File: src/rtl/scytale_codec.sv
// Scytale encrypt/decrypt codec: buffers a message, then streams it column-wise with valid/ready backpressure.
// Optional macro SCYTALE_PAD_EN: emit the full key_N*key_M matrix, padding missing characters with PAD_CHAR.
module scytale_codec #(
    parameter int                 D_WIDTH       = 8,
    parameter int                 KEY_WIDTH     = 8,
    parameter int                 MAX_NOF_CHARS = 50,
    parameter logic [D_WIDTH-1:0] START_TOKEN   = 8'hFA,
    parameter logic [D_WIDTH-1:0] PAD_CHAR      = 8'h00
) (
    input  logic                 clk,
    input  logic                 rst,
    input  logic [D_WIDTH-1:0]   data_i,
    input  logic                 valid_i,
    output logic                 ready_o,
    input  logic                 mode_i,
    input  logic [KEY_WIDTH-1:0] key_N,
    input  logic [KEY_WIDTH-1:0] key_M,
    output logic                 busy,
    output logic [D_WIDTH-1:0]   data_o,
    output logic                 valid_o,
    input  logic                 ready_i,
    output logic                 last_o,
    output logic                 err_o
);
    // Handshake: a character moves on input when valid_i && ready_o at posedge clk,
    // and on output when valid_o && ready_i; the output side holds data_o/last_o while stalled.

    localparam int AW = 2 * KEY_WIDTH + 1;
    localparam int CW = $clog2(MAX_NOF_CHARS + 1);
    localparam int IW = (MAX_NOF_CHARS > 1) ? $clog2(MAX_NOF_CHARS) : 1;

    typedef enum logic {COLLECT, EMIT} state_t;

    state_t             state_q, state_d;
    logic [D_WIDTH-1:0] buf_q [MAX_NOF_CHARS];
    logic [CW-1:0]      count_q, count_d;
    logic               ovf_q, ovf_d;
    logic [AW-1:0]      k_q, k_d, j_q, j_d, s_q, s_d, l_q, l_d;
    logic [D_WIDTH-1:0] data_q, data_d;
    logic               valid_q, valid_d, last_q, last_d, err_q, err_d;
    logic               buf_clr, buf_wr, load;
    logic [AW-1:0]      fetch_k, next_k, count_ext, tok_len;
    logic               tok_err;

    // True when index k in column j is the final one emitted for stride s and length l.
    function automatic logic is_last(input logic [AW-1:0] k, input logic [AW-1:0] j,
                                     input logic [AW-1:0] s, input logic [AW-1:0] l);
        logic [AW-1:0] j1;
        j1 = j + AW'(1);
        return ((k + s) >= l) && ((j1 >= s) || (j1 >= l));
    endfunction

    assign count_ext = AW'(count_q);
    assign next_k    = k_q + s_q;

`ifdef SCYTALE_PAD_EN
    logic [2*KEY_WIDTH-1:0] prod;
    assign prod    = {{KEY_WIDTH{1'b0}}, key_N} * {{KEY_WIDTH{1'b0}}, key_M};
    assign tok_len = {1'b0, prod};
    assign tok_err = ovf_q || (key_N == '0) || (key_M == '0) ||
                     (count_ext > tok_len) || (tok_len > AW'(MAX_NOF_CHARS));
`else
    assign tok_len = count_ext;
    assign tok_err = ovf_q || (key_N == '0) || (key_M == '0);
`endif

    always_comb begin
        state_d = state_q;
        count_d = count_q;
        ovf_d   = ovf_q;
        k_d     = k_q;
        j_d     = j_q;
        s_d     = s_q;
        l_d     = l_q;
        data_d  = data_q;
        valid_d = valid_q;
        last_d  = last_q;
        err_d   = 1'b0;
        buf_clr = 1'b0;
        buf_wr  = 1'b0;
        load    = 1'b0;
        fetch_k = '0;
        case (state_q)
            COLLECT: begin
                if (valid_i) begin
                    if (data_i != START_TOKEN) begin
                        if (count_q < CW'(MAX_NOF_CHARS)) begin
                            buf_wr  = 1'b1;
                            count_d = count_q + CW'(1);
                        end else begin
                            ovf_d = 1'b1;
                        end
                    end else if (count_q != '0) begin
                        if (tok_err) begin
                            err_d   = 1'b1;
                            buf_clr = 1'b1;
                            count_d = '0;
                            ovf_d   = 1'b0;
                        end else begin
                            s_d     = mode_i ? AW'(key_M) : AW'(key_N);
                            l_d     = tok_len;
                            k_d     = '0;
                            j_d     = '0;
                            load    = 1'b1;
                            valid_d = 1'b1;
                            last_d  = is_last('0, '0, s_d, l_d);
                            state_d = EMIT;
                        end
                    end
                end
            end
            EMIT: begin
                if (valid_q && ready_i) begin
                    if (last_q) begin
                        valid_d = 1'b0;
                        last_d  = 1'b0;
                        count_d = '0;
                        ovf_d   = 1'b0;
                        state_d = COLLECT;
                    end else begin
                        // Column exhausted: the last-index test guarantees column j+1 exists.
                        if (next_k < l_q) begin
                            k_d = next_k;
                        end else begin
                            k_d = j_q + AW'(1);
                            j_d = j_q + AW'(1);
                        end
                        fetch_k = k_d;
                        load    = 1'b1;
                        last_d  = is_last(k_d, j_d, s_q, l_q);
                    end
                end
            end
            default: state_d = COLLECT;
        endcase
        if (load) begin
            data_d = (fetch_k < count_ext) ? buf_q[fetch_k[IW-1:0]] : PAD_CHAR;
        end
    end

    always_ff @(posedge clk) begin
        if (rst) begin
            state_q <= COLLECT;
            count_q <= '0;
            ovf_q   <= 1'b0;
            k_q     <= '0;
            j_q     <= '0;
            s_q     <= '0;
            l_q     <= '0;
            data_q  <= '0;
            valid_q <= 1'b0;
            last_q  <= 1'b0;
            err_q   <= 1'b0;
        end else begin
            state_q <= state_d;
            count_q <= count_d;
            ovf_q   <= ovf_d;
            k_q     <= k_d;
            j_q     <= j_d;
            s_q     <= s_d;
            l_q     <= l_d;
            data_q  <= data_d;
            valid_q <= valid_d;
            last_q  <= last_d;
            err_q   <= err_d;
        end
    end

    always_ff @(posedge clk) begin
        if (rst || buf_clr) begin
            for (int i = 0; i < MAX_NOF_CHARS; i++) buf_q[i] <= '0;
        end else if (buf_wr) begin
            buf_q[count_q[IW-1:0]] <= data_i;
        end
    end

    assign ready_o = (state_q == COLLECT);
    assign busy    = (state_q == EMIT);
    assign data_o  = data_q;
    assign valid_o = valid_q;
    assign last_o  = last_q;
    assign err_o   = err_q;

endmodule

File: config.mk
export PLATFORM = sky130hd
export DESIGN_NAME = scytale_codec
export DESIGN_NICKNAME = d
export VERILOG_FILES = /design/src/rtl/scytale_codec.sv
export SDC_FILE = /design/constraint.sdc
export NUM_CORES = 1
export LEC_CHECK = 0
export BUFFER_PORTS_ARGS = -buffer_cell sky130_fd_sc_hd__buf_2
export CORE_MARGIN = 5
export CORE_UTILIZATION = 65
export DETAILED_ROUTE_END_ITERATION = 10
export GPL_ROUTABILITY_DRIVEN = 0
export PLACE_DENSITY = 0.84
export RECOVER_POWER = 100
export SYNTH_ARGS = -nofsm -noshare
export SYNTH_HDL_FRONTEND = slang
export SYNTH_SLANG_ARGS = --single-unit
File: constraint.sdc
create_clock -name clk -period 20 [get_ports clk]
set_clock_uncertainty 0.2 [all_clocks]
set_input_delay 3 -clock clk [delete_from_list [all_inputs] [get_ports clk]]
set_output_delay 3 -clock clk [all_outputs]
set_load 0.01 [all_outputs]
==> summary.txt, run 1 <==
Run status
  • Outcome: complete, but fails checks
  • Failing checks: capacitance limit, slew limit

GRT
  • First-pass GRT wire length: between 100000 and 150000 um
  • Overall routing resource usage: 34.3%
  • Largest net degree at the start of global routing: ~70
  • Total gr overflow: 0
  • Initial antenna violation count: 1
  • Number of global-route vias before repair: 22000

Detailed routing
  • DRT Pass-1 Iters: 6
  • Post-Route WL: around 88000 um
  • Vias per cell: 6.84
  • Detailed-route wire length per cell: 26.2 um
  • Top Metal Used: met5
  • DR iter-0 viols: 3375
  • Final ANT Viol Nets: 0
  • Vias: 23000
  • WL met3: 11800 um
  • DRC violation count after routing: 0
  • Wl on met1: 31000 um
  • Routed length on met2: 39100 um

Logic synthesis
  • Post-synth top area cell: edfxtp_1
  • Seq cells post-synth: a little under 600
  • Post-synth EDFFs: 512
  • Yosys top cell area share: 51.9%
  • Register area share after synthesis: a little under three fifths
  • FFs w/ async S/R, synth: 0%
  • Synth Instances: 2637
  • Post-synth design cell area: around 30000 sq um
  • Synth top area cells: edfxtp_1 52%, and2_1 8.8%, dfxtp_1 4.5%
  • Synth cell types: 102
  • Top FF cell, synth: edfxtp_1
  • Syn avg cell area: 11.2 sq um
  • Synth Warn #: 0

Power and ir drop
  • Pwr dens: 78.5 nW/um^2
  • Leak: 11.6 nW
  • VDD IR max: 84.4 uV

Final layout
  • Commonest non-fill, non-tap cell in the layout: edfxtp_1
  • Area Growth Syn to Fin: 9.07%
  • Diodes inserted: 0
  • Commonest cells after routing, fill and taps aside: 512 x edfxtp_1, 287 x and2_0, 164 x nor2_1
  • Layout cells sized above 1: slightly above 8%
  • Fin nets: about 2800

STA
  • Final min period: 10420 ps
  • Unrepaired setup endpoints after global routing: no
  • FMAX: 96.0 MHz
  • Max Slew Vio Count: 562
  • Setup TNS: 0 ps
  • Slew of the pin with the lowest slew margin: 3480 ps
  • Relative max-transition margin: -132%
  • Final setup fails: 0
  • Final hold violation count: 0
  • Worst hold margin: 275 ps
  • Tcrit/Tclk final: a little over half

Worst setup path
  • Reg2reg start: s_q[0]
  • Crit Path Class: input pin to flop
  • Worst R2R End: data_o[2]
  • Crit end category: flop
  • Crit-path max FO: 65
  • Worst setup SP type: input pin
  • Critical path arrival: 10790 ps
  • CP max-delay cell: clkbuf_1
  • CP max stage delay: about 2400 ps
  • Register-to-register setup slack: 10940 ps
  • Cell Chain, Critical Path: buf_2 -> clkbuf_1 -> nor4bb_1 -> nand2_1 -> or4_1 -> clkbuf_1 -> and2_0 -> nor3_1 -> o31ai_1 -> o41ai_1 -> nand3_1 -> a31oi_1 -> nand4_1 -> nand3_1
  • R2r worst-path depth: 25
  • Worst EP required: 20370 ps

Run
  • Max-cap violations: 10

Floorplan
  • Total die area: 50000 sq um
  • Initial Util: 65.4%
  • Num rows: 78
  • Overall die height: 224 um
  • Num ports: 42
  • Horiz. Die Dim: 224 um
  • Core area: 45300 sq um

Hold path
  • WHS Endpoint: k_q[2]
  • Hold Crit Start: k_q[2]
  • Hold Path Class: flop to flop
  • Hold path depth: 2

Clock network
  • # H-tree levels: 2
  • Post-cts sizing count: 0
  • CTS hold repair buffers: 0
  • TritonCTS buffer count: between 50 and 60
  • Root Buffer: clkbuf_16
  • CTS tree: yes
  • Post-CTS Setup Bufs: 0
  • Max Buffers Root-to-Sink: 3
  • Worst skew pair latency: between 600 and 700 ps
  • Total clock sinks: 579
  • Clock slew at reported path FFs: approximately 60 ps

Place
  • Port Buf Inserts: 41
  • Final HPWL from detailed placement: 57300 um
==> metal layers <==
metal  GRT usage (%)  vias up
li1                -     9870
met1            45.7    10900
met4            18.4        2
met3            8.24      414
met2            52.7     1800
met5               0        -
==> power by group <==
group | leakage, nW | switching, mW | internal, mW
Clock | 0.896 | 0.471 | 0.591
Combinational | 4.95 | 0.0717 | 0.0207
Sequential | 5.77 | 0.0161 | 1.36
Total | 11.6 | 0.559 | 1.98
==> state kept, by name, summed over array words and instances, names as in the netlist, 6 cells and up <==
| signal | count |
|---|---|
| l_q | 6 |
| k_q | 17 |
| data_o | 8 |
| count_q | 6 |
| j_q | 17 |
| buf_q | 512 |
| s_q | 8 |
==> how the worst max path moves through the flow <==
| stage | endpoint | slack, ps | start | cells past startpoint |
|---|---|---|---|---|
| final | data_o[2] | 9580 | data_i[1] | 14 |
| after global routing | data_o[7] | 9420 | data_i[1] | 14 |
| after CTS | last_o | 11780 | s_q[0] | 28 |
| after detailed placement | data_o[4] | 11860 | s_q[0] | 25 |
| after global placement | data_o[4] | 12220 | s_q[0] | 25 |
| after floorplan | last_o | 13410 | s_q[0] | 32 |
==> area by class of cell <==
type                            count  area, sq um
Fill cell                        3192        13000
Tap cell                          600          751
Clock inverter                     39          353
Clock buffer                       65         1470
Inverter                           58          218
Multi-Input combinational cell   1928        12300
Timing Repair Buffer               90          475
Sequential cell                   579        16700
==> cells in the mapped netlist (51+ instances only) <==
master	n
edfxtp_1	512
and2_1	415
nor2_1	165
nand2_1	141
o21ai_0	141
a21oi_1	127
clkbuf_1	115
nand3_1	81
dfxtp_1	67
ha_1	57
mux2i_1	57
a221oi_1	51
inv_1	51
==> critical path, delay by kind of cell <==
kind            cells  cell delay [ps]
compound gates      3             1360
simple gates        8             3290
buf+inv             3             3090
==> kinds of logic (layout without fill, tap and decap cells) <==
kind of cell	after synthesis	count (layout)	share of synthesized area, %
AND/OR/NAND/NOR	974	974	17.9
AO/OA/AOI/OAI	636	636	14.7
flip-flops	579	579	56.4
buffers and inverters	241	252	3.46
multiplexers	94	94	3.37
adder cells (fa/ha/maj)	59	59	2.54
XOR/XNOR	53	53	1.57
other	1	112	0.0127
==> per-stage QoR <==
| step | cell area, sq um | power, mW | setup slack, ps | std cells | utilization [%] |
|---|---|---|---|---|---|
| 6_report | 32300 | 2.54 | 9580 | 3359 | 71.4 |
| 5_1_grt | 32300 | 2.60 | 9420 | 3359 | 71.4 |
| 4_1_cts | 32400 | 2.53 | 11780 | 3359 | 71.6 |
| 3_5_place_dp | 30600 | 1.49 | 11860 | 3255 | 67.6 |
| 3_3_place_gp | 30600 | 1.49 | 12220 | 3255 | 67.6 |
| 2_1_floorplan | 30000 | 1.45 | 13410 | 2748 | - |
No activity file was read; power rests on OpenSTA's default activity.
==> inputs of run 2 (changes only) <==
Settings changed: ABC_AREA from default to 1, CORE_UTILIZATION 65 to 57, PLACE_DENSITY 0.84 to 0.78.
Clock period 20 ns to 8.7 ns, I/O delays scaled along.
==> run 2 against run 1 <==
Net effect:
- the flow still finishes with violations (capacitance limit, slew limit)
- synthesized area is 1.5% lower
- cell area is 1.0% lower
- critical path type unchanged
- first-iteration DRC count is 15% lower
- total power is 130% higher
==> summary.txt, run 2 <==
Final layout
  • Commonest non-fill, non-tap cell in the layout: nand2_1
  • Reg with most FFs: buf_q
  • Fillers: 4197 (+31%)
  • Layout cells sized above 1: 6.22% (-1.8 points)
  • Commonest cells after routing, fill and taps aside: 799 x nand2_1, 565 x nand3_1, 512 x edfxtp_1
  • Largest register FFs: 512 (unchanged)
  • Fin nets: 3416 (+22%)
  • Biggest registers after layout: buf_q: 512 flops, j_q: 17 flops, k_q: 17 flops
  • Area Growth Syn to Fin: 9.56%

Clock network
  • Root Buffer: clkbuf_16
  • Worst skew pair latency: 650 ps (about the same)
  • TritonCTS buffer count: 58 (+1.8%)
  • Clock slew at reported path FFs: 60 ps (about the same)
  • Max Buffers Root-to-Sink: 3 (unchanged)
  • CTS hold repair buffers: 0 (unchanged)
  • CTS tree: yes
  • Total clock sinks: 579 (unchanged)
  • # H-tree levels: 2 (unchanged)
  • Post-CTS Setup Bufs: 0 (unchanged)
  • Post-cts sizing count: 0 (unchanged)

Detailed routing
  • Vias: 23800 (+3.5%)
  • Final ANT Viol Nets: 0 (unchanged)
  • Post-Route WL: 79700 um (-9.3%)
  • DR iter-0 viols: 2866 (-15%)
  • DRT Pass-1 Iters: 6 (unchanged)
  • Detailed-route wire length per cell: 19.6 um (-25%)
  • Vias per cell: 5.87 (-14%)
  • DRC violation count after routing: 0 (unchanged)

Logic synthesis
  • Seq cells post-synth: 579 (unchanged)
  • Yosys top cell area share: 52.7% (+0.79 points)
  • Synth Warn #: 0 (unchanged)
  • Post-synth design cell area: 29200 sq um (-1.5%)
  • Synth cell types: 54 (-47%)
  • FFs w/ async S/R, synth: 0% (unchanged)
  • Top FF cell, synth: edfxtp_1
  • Post-synth EDFFs: 512 (unchanged)
  • Syn avg cell area: 8.92 sq um (-21%)
  • Most numerous cell in the Yosys netlist: nand2_1
  • Post-synth top area cell: edfxtp_1
  • Register area share after synthesis: 57.3% (+0.85 points)
  • Synth top area cells: edfxtp_1 53%, nand2_1 10%, nand3_1 9.7%
  • Synth Instances: 3273 (+24%)
  • Post-synth top cells: 800 x nand2_1, 566 x nand3_1, 512 x edfxtp_1

STA
  • Final min period: roughly 8000 ps
  • Setup ws final: 663 ps (-8920 ps)
  • Setup TNS: 0 ps (unchanged)
  • FMAX: 124 MHz
  • Max Slew Vio Count: 117 (-79%)
  • Final hold violation count: 0 (unchanged)
  • Relative max-transition margin: -131% (+0.49 points)
  • Slew of the pin with the lowest slew margin: 3470 ps (-7.31 ps)
  • Unrepaired setup endpoints after global routing: no
  • Tcrit/Tclk final: 92.4%
  • Final setup fails: 0 (unchanged)

Worst setup path
  • Crit Path Class: input pin to flop
  • Crit path max-delay family: simple AND/OR/NAND/NOR gates
  • R2r worst-path depth: 38 (+52%)
  • Worst R2R End: last_o
  • CP max-delay cell: clkbuf_1
  • Worst Setup EP: buf_q[45][6]
  • Reg2reg start: s_q[0]
  • Cell Chain, Critical Path: clkbuf_1 -> clkinv_1 -> clkbuf_1 -> nor4_1 -> nand2_1 -> inv_1 -> nor2_1 -> inv_1 -> nor2_1 -> nand3_1 -> nor4_2 -> nand2_1 -> nand2_1
  • Register-to-register setup slack: 1240 ps (-9700 ps)
  • Worst EP required: 8780 ps (-11590 ps)
  • Crit end category: flop
  • CP max stage delay: 2450 ps (+40 ps)
  • Most frequent CP cell: nand2_1
  • Worst Setup SP: data_i[4]
  • Worst setup SP type: input pin
  • Crit-path max FO: 51 (-22%)
  • Critical path arrival: 8120 ps (-2670 ps)
  • Critical path buffer and inverter count: 5 (+2)
  • Stages on worst setup path: 13 (-1)

Power and ir drop
  • Flop pwr share: 53.2% (-1.2 points)
  • Total power: 5.94 mW (+130%)
  • VDD IR max: 199 uV (+140%)
  • Pwr dens: 186 nW/um^2 (+140%)
  • P_int: 4.64 mW (+130%)
  • Leak: 13.2 nW (+13%)
  • Net switching power: 1.30 mW (+130%)
  • Sw frac: 21.9% (-0.10 points)
  • Gate power share: 4.2% (+0.6 points)
  • Clk pwr share: 42.6% (+0.7 points)

Hold path
  • Hold Path Class: flop to flop

Floorplan
  • Total die area: 55800 sq um (+12%)
  • Initial Util: 57.2% (-8.2 points)
  • Num ports: 42 (unchanged)
  • Num rows: 83 (+6.4%)
  • Overall die height: 236 um (+5.7%)
  • Horiz. Die Dim: 236 um (+5.7%)
  • Core area: 51000 sq um (+13%)

GRT
  • Initial antenna violation count: 1 (unchanged)
  • Overall routing resource usage: 27.7% (-6.7 points)
  • First-pass GRT wire length: 123000 um (-6.7%)
  • Total gr overflow: 0 (unchanged)
  • Number of global-route vias before repair: 22600 (+2.8%)
  • Largest net degree at the start of global routing: 94 (+36%)

Run status
  • Outcome: complete, but fails checks
  • Failing checks: capacitance limit, slew limit

Place
  • Place WS: 1740 ps (-10120 ps)
  • Port Buf Inserts: 41 (unchanged)
  • Final HPWL from detailed placement: 47700 um (-17%)

Run
  • Max-cap violations: 5 (-5)
-- run 2: cell count changes after synthesis, moves of 51 or more --
cell / previous run / this run
nand2_1: 141 / 800
inv_1: 51 / 208
mux2i_1: 57 / 1
and2_1: 415 / 1
nand3_1: 81 / 566
nand4_1: 18 / 105
a221oi_1: 51 / 0
o21ai_0: 141 / 36
nor2_1: 165 / 471
-- run 2: worst min path at each step --
stage               startpoint      end  cells after the start
finish                  k_q[7]   k_q[7]                      2
global route            k_q[0]   k_q[0]                      2
CTS                    j_q[15]  j_q[15]                      2
detailed placement     j_q[15]  j_q[15]                      2
global placement       j_q[15]  j_q[15]                      2
floorplan              j_q[15]  j_q[15]                      2
-- run 2: metal layers --
layer	vias up	part of all wire, %	global-route usage, %
met5	-	0	0
li1	11100	-	-
met4	0	4.7	11.8
met3	255	11	5.26
met1	11200	38	36.7
met2	1297	47	45.0
-- run 2: power by group through the flow --
stage,Combinational (mW),Sequential [mW],Clock (mW)
2_1_floorplan,0.164,3.21,0
3_3_place_gp,0.238,3.22,0
3_5_place_dp,0.244,3.22,0
4_1_cts,0.245,3.16,2.53
5_1_grt,0.275,3.17,2.64
6_report,0.250,3.16,2.53
-- run 2: layout make-up --
cell class / count / area [sq um] / share of cell area (%)
diodes: 1 / 2.50 / 0.00782
well taps: 680 / 851 / 2.66
multi-input cells: 2377 / 11200 / 35.0
clock buffers: 71 / 1520 / 4.76
clock inverters: 36 / 378 / 1.18
inverters: 237 / 892 / 2.79
flip-flops and latches: 579 / 16700 / 52.3
repair buffers: 75 / 422 / 1.32
-- run 2: kinds of logic after synthesis --
family,after synthesis,synth area share (%)
other cells,1,0.0128
buf+inv,428,5.99
xor+xnor,25,0.750
compound gates,156,2.97
simple gates,2023,30.4
mux,2,0.0729
flops,579,57.3
fa+ha+maj,59,2.58
-- run 2: through the flow --
| step | std cells | cell area, sq um | hold slack, ps | util, % |
|---|---|---|---|---|
| detailed placement | 3948 | 30200 | 263 | 59.2 |
| floorplan | 3384 | 29600 | 245 | - |
| finish | 4056 | 32000 | 275 | 62.7 |
| CTS | 4055 | 32100 | 272 | 62.9 |
| global placement | 3948 | 30200 | 256 | 59.2 |
| global route | 4055 | 32000 | 290 | 62.7 |
-- run 2: worst reg2reg max path: cells and delay by family (launching register included) --
family | cells | cell delay [ps]
AND/OR/NAND/NOR | 19 | 3290
adder cells (fa/ha/maj) | 6 | 1820
AO/OA/AOI/OAI | 8 | 1010
flip-flops | 1 | 400
XOR/XNOR | 1 | 190
buffers and inverters | 4 | 360
